===== src/rtl/hc_pkg.sv =====
// hc_pkg: shared types and default sizing for the Hamming decoder monitor stage.
package hc_pkg;
    localparam int DATA_WD    = 4;
    localparam int FIFO_DEPTH = 4;
    localparam int CNT_WD     = 8;
    localparam int WIN_LEN    = 16;
    localparam int ERR_THR    = 3;
    localparam int PTR_WD     = $clog2(FIFO_DEPTH) + 1;
    localparam int WIN_WD     = $clog2(WIN_LEN);
    typedef enum logic {MONITOR, ALARM} hc_mon_state_e;
    typedef struct packed {
        logic               err;
        logic [DATA_WD-1:0] data;
    } hc_mon_entry_t;
endpackage


===== src/rtl/hc_dec_mon_if.sv =====
// hc_dec_mon_if: upstream/downstream handshakes plus monitor status of the decoder monitor stage.
interface hc_dec_mon_if #(parameter int DATA_WD = 4, parameter int CNT_WD = 8);
    logic               in_valid;
    logic               in_ready;
    logic [DATA_WD:1]   dec_data;
    logic               err_flag;
    logic               out_valid;
    logic               out_ready;
    logic [DATA_WD:1]   data;
    logic               data_err;
    logic [CNT_WD:1]    word_cnt;
    logic [CNT_WD:1]    err_cnt;
    logic               alarm;
    logic               alarm_clr;
    modport slave (
        input  in_valid, dec_data, err_flag, out_ready, alarm_clr,
        output in_ready, out_valid, data, data_err, word_cnt, err_cnt, alarm
    );
    modport master (
        output in_valid, dec_data, err_flag, out_ready, alarm_clr,
        input  in_ready, out_valid, data, data_err, word_cnt, err_cnt, alarm
    );
endinterface


===== src/rtl/hc_sync_fifo.sv =====
// hc_sync_fifo: generic synchronous FIFO; pointers carry an extra wrap bit to tell full from empty.
module hc_sync_fifo #(
    parameter int DATA_W = 5,
    parameter int DEPTH  = 4
) (
    input  logic              clk,
    input  logic              rst,
    input  logic              push,
    input  logic [DATA_W-1:0] wdata,
    output logic              full,
    input  logic              pop,
    output logic [DATA_W-1:0] rdata,
    output logic              empty
);
    localparam int AW = $clog2(DEPTH);
    logic [DATA_W-1:0] mem [DEPTH];
    logic [AW:0]       wr_ptr, rd_ptr;
    logic              do_push, do_pop;
    assign empty   = wr_ptr == rd_ptr;
    assign full    = (wr_ptr[AW] != rd_ptr[AW]) && (wr_ptr[AW-1:0] == rd_ptr[AW-1:0]);
    assign do_push = push && !full;
    assign do_pop  = pop && !empty;
    // Storage is not reset, so the head is forced to zero while empty.
    assign rdata   = empty ? '0 : mem[rd_ptr[AW-1:0]];
    always_ff @(posedge clk)
        if (do_push) mem[wr_ptr[AW-1:0]] <= wdata;
    always_ff @(posedge clk) begin
        if (rst) begin
            wr_ptr <= '0;
            rd_ptr <= '0;
        end else begin
            if (do_push) wr_ptr <= wr_ptr + 1'b1;
            if (do_pop) rd_ptr <= rd_ptr + 1'b1;
        end
    end
endmodule


===== src/rtl/hc_dec_mon.sv =====
// hc_dec_mon: buffers decoded words, keeps saturating totals and raises a sticky windowed error-rate alarm.
module hc_dec_mon
    import hc_pkg::*;
#(
    parameter int DATA_WD    = hc_pkg::DATA_WD,
    parameter int FIFO_DEPTH = hc_pkg::FIFO_DEPTH,
    parameter int CNT_WD     = hc_pkg::CNT_WD,
    parameter int WIN_LEN    = hc_pkg::WIN_LEN,
    parameter int ERR_THR    = hc_pkg::ERR_THR
) (
    input logic          i_clk,
    input logic          i_rst,
    hc_dec_mon_if.slave  bus
);
    localparam int WW = $clog2(WIN_LEN);
    localparam int EW = $clog2(ERR_THR + 1);
    localparam logic [WW-1:0] WIN_LAST = WW'(WIN_LEN - 1);
    localparam logic [EW-1:0] THR_M1   = EW'(ERR_THR - 1);
    logic            full, empty, push;
    logic [CNT_WD:1] word_cnt, err_cnt;
    logic [WW-1:0]   win_cnt;
    logic [EW-1:0]   win_err;
    logic            alarm;
    hc_mon_state_e   state;
    hc_sync_fifo #(.DATA_W(DATA_WD + 1), .DEPTH(FIFO_DEPTH)) u_fifo (
        .clk   (i_clk),
        .rst   (i_rst),
        .push  (bus.in_valid),
        .wdata ({bus.err_flag, bus.dec_data}),
        .full  (full),
        .pop   (bus.out_ready),
        .rdata ({bus.data_err, bus.data}),
        .empty (empty)
    );
    assign push          = bus.in_valid && !full;
    assign bus.in_ready  = !full;
    assign bus.out_valid = !empty;
    assign bus.word_cnt  = word_cnt;
    assign bus.err_cnt   = err_cnt;
    assign bus.alarm     = alarm;
    always_ff @(posedge i_clk) begin
        if (i_rst) begin
            word_cnt <= '0;
            err_cnt  <= '0;
        end else if (push) begin
            if (!(&word_cnt)) word_cnt <= word_cnt + 1'b1;
            if (bus.err_flag && !(&err_cnt)) err_cnt <= err_cnt + 1'b1;
        end
    end
    // Threshold is tested before window wrap so the last word of a window can still fire.
    always_ff @(posedge i_clk) begin
        if (i_rst || bus.alarm_clr) begin
            state   <= MONITOR;
            alarm   <= 1'b0;
            win_cnt <= '0;
            win_err <= '0;
        end else if (state == MONITOR && push) begin
            if (bus.err_flag && win_err == THR_M1) begin
                state   <= ALARM;
                alarm   <= 1'b1;
                win_err <= EW'(ERR_THR);
            end else if (win_cnt == WIN_LAST) begin
                win_cnt <= '0;
                win_err <= '0;
            end else begin
                win_cnt <= win_cnt + 1'b1;
                win_err <= win_err + EW'(bus.err_flag);
            end
        end
    end
endmodule


===== src/flat_wrapper.sv =====
// flat-port wrapper written by rule: the top's interface ports become plain ports
module hc_dec_mon_flat import hc_pkg::*;
#(
    parameter int DATA_WD    = hc_pkg::DATA_WD,
    parameter int FIFO_DEPTH = hc_pkg::FIFO_DEPTH,
    parameter int CNT_WD     = hc_pkg::CNT_WD,
    parameter int WIN_LEN    = hc_pkg::WIN_LEN,
    parameter int ERR_THR    = hc_pkg::ERR_THR
)
  (i_clk, i_rst, bus_in_valid, bus_dec_data, bus_err_flag, bus_out_ready, bus_alarm_clr, bus_in_ready, bus_out_valid, bus_data, bus_data_err, bus_word_cnt, bus_err_cnt, bus_alarm);
  hc_dec_mon_if #(.DATA_WD(DATA_WD), .CNT_WD(CNT_WD)) bus_i ();
  input logic i_clk;
  input logic i_rst;
  input wire logic [$bits(bus_i.in_valid)-1:0] bus_in_valid;
  input wire logic [$bits(bus_i.dec_data)-1:0] bus_dec_data;
  input wire logic [$bits(bus_i.err_flag)-1:0] bus_err_flag;
  input wire logic [$bits(bus_i.out_ready)-1:0] bus_out_ready;
  input wire logic [$bits(bus_i.alarm_clr)-1:0] bus_alarm_clr;
  output wire logic [$bits(bus_i.in_ready)-1:0] bus_in_ready;
  output wire logic [$bits(bus_i.out_valid)-1:0] bus_out_valid;
  output wire logic [$bits(bus_i.data)-1:0] bus_data;
  output wire logic [$bits(bus_i.data_err)-1:0] bus_data_err;
  output wire logic [$bits(bus_i.word_cnt)-1:0] bus_word_cnt;
  output wire logic [$bits(bus_i.err_cnt)-1:0] bus_err_cnt;
  output wire logic [$bits(bus_i.alarm)-1:0] bus_alarm;
  assign bus_i.in_valid = bus_in_valid;
  assign bus_i.dec_data = bus_dec_data;
  assign bus_i.err_flag = bus_err_flag;
  assign bus_i.out_ready = bus_out_ready;
  assign bus_i.alarm_clr = bus_alarm_clr;
  assign bus_in_ready = bus_i.in_ready;
  assign bus_out_valid = bus_i.out_valid;
  assign bus_data = bus_i.data;
  assign bus_data_err = bus_i.data_err;
  assign bus_word_cnt = bus_i.word_cnt;
  assign bus_err_cnt = bus_i.err_cnt;
  assign bus_alarm = bus_i.alarm;
  hc_dec_mon #(.DATA_WD(DATA_WD), .FIFO_DEPTH(FIFO_DEPTH), .CNT_WD(CNT_WD), .WIN_LEN(WIN_LEN), .ERR_THR(ERR_THR)) u_core (.i_clk(i_clk), .i_rst(i_rst), .bus(bus_i));
endmodule

===== config.mk =====
export PLATFORM = sky130hd
export DESIGN_NAME = hc_dec_mon_flat
export DESIGN_NICKNAME = d
export VERILOG_FILES = /design/src/rtl/hc_pkg.sv /design/src/rtl/hc_dec_mon_if.sv /design/src/rtl/hc_sync_fifo.sv /design/src/rtl/hc_dec_mon.sv /design/src/flat_wrapper.sv
export SDC_FILE = /design/constraint.sdc
export NUM_CORES = 1
export LEC_CHECK = 0
export ABC_AREA = 1
export BUFFER_PORTS_ARGS = -buffer_cell sky130_fd_sc_hd__buf_2
export CORE_AREA = 2 2 73 75
export DETAILED_ROUTE_END_ITERATION = 8
export DIE_AREA = 0 0 75 77
export HOLD_SLACK_MARGIN = 0.05
export PLACE_DENSITY = 0.85
export SLEW_MARGIN = 10
export SYNTH_ARGS = -nofsm -noshare
export SYNTH_HDL_FRONTEND = slang
export SYNTH_SLANG_ARGS = --single-unit

===== constraint.sdc =====
create_clock -name i_clk -period 1.5 [get_ports i_clk]
set_input_delay 0.3 -clock i_clk [delete_from_list [all_inputs] [get_ports i_clk]]
set_output_delay 0.3 -clock i_clk [all_outputs]
set_load 0.05 [all_outputs]

# After elaboration in Yosys (flattened, before gate mapping)
# Memory sizes are Yosys's and may differ from the RTL's. A register that Yosys moved wholly into a read port is not among the register bits.
# Cells that the tools add are included.
[op_classes]
addsub = 6
n_eq_ne = 5
n_mux = 8
bitwise = 3
reduce_logical = 16
[ops]
columns = ["cell", "n"]
rows = [
  ["$add A8 B1 Y8 const B", 2],
  ["$reduce_and A8 Y1", 2],
  ["$mux W2", 4],
  ["$reduce_and A2 Y1", 4],
  ["$add A3 B1 Y3 const B", 2],
  ["$logic_and A1 B1 Y1", 6],
  ["$mux W5", 1],
  ["$add A4 B1 Y4 const B", 1],
  ["$eq A4 B4 Y1 const B", 1],
  ["$mux W4", 1],
  ["$eq A3 B3 Y1", 1],
  ["$logic_not A1 Y1", 3],
  ["$not A1 Y1", 3],
  ["$add A2 B1 Y2", 1],
  ["$eq A2 B2 Y1", 1],
  ["$eq A2 B2 Y1 const B", 1],
  ["$mux W1", 2],
  ["$logic_or A1 B1 Y1", 1],
  ["$ne A1 B1 Y1", 1],
]
[word_totals]
ff_bits = 29
mem_bits_rw = 20
output_inout_bits = 24
wordCells = 46
memories = 1
[mem_list]
columns = ["memory", "depth", "word_bits", "rd", "rd_ports_with_merged_regs", "wr", "line_no", "text"]
rows = [
  ["u_core.u_fifo.mem", 4, 5, 1, 1, 1, "hc_sync_fifo.sv:16", "logic [DATA_W-1:0] mem [DEPTH];"],
]

# Logic depth before layout (Yosys ltp)
[depth]
word_depth = 6
mapped_depth = 9
mapped_depth_nobuf = 9

# Hierarchy
# A second synthesis with hierarchy kept.
[unflattened]
hier_cells = 326
area_unflattened_um2 = 2521.2
[modules_own_cells]
columns = ["module", "n_inst", "cells_each", "area_each_um2"]
rows = [
  ["hc_sync_fifo", 1, 140, 1292.5],
  ["hc_dec_mon", 1, 186, 1228.7],
]

# Worst setup path after synthesis
# No wires, ideal clock.
[synth_timing]
path_type = "register -> register"
startpoint = "register u_core.err_cnt (netlist bit u_core.bus.err_cnt[1])"
endpoint = "register u_core.err_cnt (netlist bit u_core.bus.err_cnt[6])"
setup_ns = 0.070
arrival_ns = 1.662
required_ns = 1.430
slack_ns = -0.232
path_stages_with_launch = 10
path_buffers = 0
synth_period_minus_slack_ns = 1.732
cell_sequence = "dfxtp_1 > ha_1 > nand2_1 > nor2_1 > nand2_1 > nand2_2 > inv_1 > nand3_2 > nand2_1 > a21oi_1"
[synth_via]
elab_chain_len = 4
elab_cells_between_ends = 5
[synth_lines]
columns = ["item", "line_no", "text"]
rows = [
  ["start, declared", "hc_dec_mon.sv:20", "logic [CNT_WD:1] word_cnt, err_cnt;"],
  ["start signal, assigned", "hc_dec_mon.sv:47", "if (bus.err_flag && !(&err_cnt)) err_cnt <= err_cnt + 1'b1;"],
  ["branches (longest 4 deep; another with $add A8 B1 Y8)", "--", ""],
]
# Parallel ways; which one is timed is not known.
# A chain may end at the register's enable or synchronous reset.

==> flow_summary.json <==
{
  "core_um2": 4980,
  "nets": 377,
  "wl_met2_um": 3110,
  "grt_pass1_wl_um": 8790,
  "dr_wl_met3_um": 250,
  "avgSynthCellArea_um2": 8.33,
  "worst_pin_slew_ns": 0.313,
  "worstPathArrival_ns": 1.46,
  "wl_met1_um": 2130,
  "synth_commonest_cells": "nand2_1, nor2_1, inv_1, dfxtp_1, edfxtp_1",
  "ant_nets": 0,
  "yosysSeqAreaShare": 0.497,
  "min_path_type": "input pin to register",
  "drtPass1Iterations": 4,
  "setup_violations": 7,
  "violations": "negative setup slack",
  "hpwlAfterDp_um": 3600,
  "cts.htree.levels": 2,
  "cts_root_buffer": "clkbuf_8",
  "crit_chain": "buf_8, o21ai_1, o32ai_2, nand2_2, clkinvlp_4, buf_8",
  "hold_violations": 0,
  "synth_top_cell_by_area": "dfxtp_1",
  "crit_top_cell": "buf_8",
  "placement.io_buffers": 33,
  "synth-edff-count": 20,
  "path_delay_family": "buffers and inverters",
  "die_x_um": 75,
  "power_density_nw_per_um2": 1060,
  "antenna_found_initial": 0,
  "synth_top_area_share": 0.253,
  "grt_setup_unrepaired": "true",
  "vias_per_cell": 5.08,
  "cp.required_ns": 1.20,
  "cp_max_fo": 6,
  "vias": 2179,
  "endpoint_kind": "primary output",
  "ys_ff_latch": 51,
  "ios": 34,
  "placed_area_um2": 2850,
  "drtIter0Drc": 50,
  "area_growth_syn_to_layout_pct": 38.6,
  "yosys-top-cells-area": "dfxtp_1, edfxtp_1, nand2_1",
  "skew_ns": 0.00544,
  "gp_congestion": 0.784,
  "syn_inst": 295,
  "crit_type": "register to primary output",
  "cts-buffers-inserted": 5,
  "start_util": 0.494,
  "post_drt_wl_per_cell_um": 13.0,
  "synth_area_um2": 2460,
  "die_area_um2": 5780,
  "grt_start_max_net_pins": 16,
  "crit_path_top_delay_cell": "dfxtp_4",
  "outcome": "finished, violations left",
  "cp_num_buf_inv": 3,
  "track_usage": 0.196,
  "yosysWarnings": 0,
  "cts_tree": "built",
  "cts.sinks": 51,
  "placed_cells": 408,
  "asyncSetResetFlopFracSynth": 0,
  "ctsHoldBuffers": 0,
  "cap_violations": 0,
  "max_slew_margin": 0.792,
  "post-synth-top-count-cell": "nand2_1",
  "syn-num-nets": 314,
  "drive_gt1_frac": 0.401,
  "min_period_ns": 1.76,
  "die_h_um": 77,
  "clk_pin_slew_ns": 0.09,
  "clk_latency_ns": 0.30,
  "ir_worst_vdd_uv": 553,
  "clk_path_buf_depth": 2,
  "antenna_cells": 0,
  "num-fill-cells": 377,
  "rows": 26,
  "clock.fmax_ghz": 0.568,
  "post-route-cell-area_um2": 3410,
  "synth_flop_cell": "dfxtp_1",
  "p_leak_nw": 1.41,
  "critPathLaunchType": "register",
  "fin_ws_ns": -0.260,
  "slew_viol_final": 0,
  "critPathMaxStageDelay_ns": 0.38,
  "min_period_over_period": 1.17,
  "fin_cells": 429,
  "highest_layer": "met4",
  "finalWirelength_um": 5590,
  "drc": 0,
  "holdWs_ns": 0.214,
  "overflow": 0,
  "grt_pass1_vias": 2030,
  "ys_types": 28
}
[layer usage]
layer / track usage / up-vias
li1: - / 1083
met1: 0.222 / 1031
met2: 0.354 / 55
met3: 0.0473 / 10
met4: 0.0589 / 0
met5: 0 / -
[cell usage in the layout (no fill, tap or decap), drive strengths merged, types with 5 or more instances in the layout]
| cell type | instances |
|---|---|
| nand2 | 68 |
| buf | 57 |
| nor2 | 50 |
| inv | 37 |
| dfxtp | 31 |
| edfxtp | 20 |
| a21oi | 19 |
| o21ai | 17 |
| nand3 | 14 |
| xor2 | 10 |
| ha | 9 |
| clkbuf | 5 |
| clkinvlp | 5 |
| o32ai | 5 |
| nand4 | 5 |
[final timing paths]
kind	from	endpoint	slack (ns)	depth (start not counted)
setup / recovery	register	bus_data[0]	-0.26	6
hold / removal	bus_dec_data[3]	u_core.u_fifo.mem[3][3]	0.21	1
setup reg to reg	u_core.u_fifo.rd_ptr[1]	u_core.u_fifo.rd_ptr[0]	0.03	9
hold reg to reg	u_core.bus.word_cnt[2]	u_core.bus.word_cnt[2]	0.49	2
[final cells by class]
class                   count  area (µm²)  share of cell area
flip-flops and latches     51        1260               0.369
multi-input cells         201        1340               0.392
well taps                  70        87.6              0.0257
inverters                  41         179              0.0525
clock buffers               5        68.8              0.0202
repair buffers             57         434               0.127
clock inverters             3        38.8              0.0114
repair inverters            1        6.26             0.00184
[through the flow]
step                      utilization  setup WS, ns  power [mW]  setup TNS (ns)
after global routing            0.684        -0.311        3.80           -2.17
after global placement          0.572      -0.00831        2.28        -0.00831
after CTS                       0.648        -0.217        3.52           -1.22
final                           0.684        -0.260        3.62           -1.40
after floorplan                     -       -0.0315        2.12          -0.678
after detailed placement        0.572       -0.0762        2.31          -0.171
[kinds of logic (layout without fill, tap and decap cells)]
family	Yosys count	count (layout)	synth area share
DFF	51	51	0.497
and+or+nand+nor	135	137	0.244
buffers and inverters	45	107	0.0718
xor gates and xnor gates	11	11	0.0392
AOI/OAI and AO/OA	44	44	0.102
adders and majority gates	9	9	0.0458
[power by group]
group          switching (mW)  internal (mW)
logic                   0.639          0.464
clock network           0.434          0.487
registers              0.0831           1.52
total                    1.16           2.47
[timing repair]
item | CTS | global route
pin swaps | 17 | 7
setup buffers | 5 | 5
gates cloned | 1 | 2
gates resized for setup | 69 | 33
endpoints found under the setup margin | 7 | 35
[state kept, by name, indices dropped and copies added (netlist names), named ones only]
register / cells
u_core.bus.alarm: 1
u_core.u_fifo.rd_ptr: 3
u_core.win_cnt: 4
u_core.win_err: 2
u_core.bus.word_cnt: 8
u_core.u_fifo.mem: 20
u_core.u_fifo.wr_ptr: 3
u_core.bus.err_cnt: 8
(Power assumes the default switching activity.)
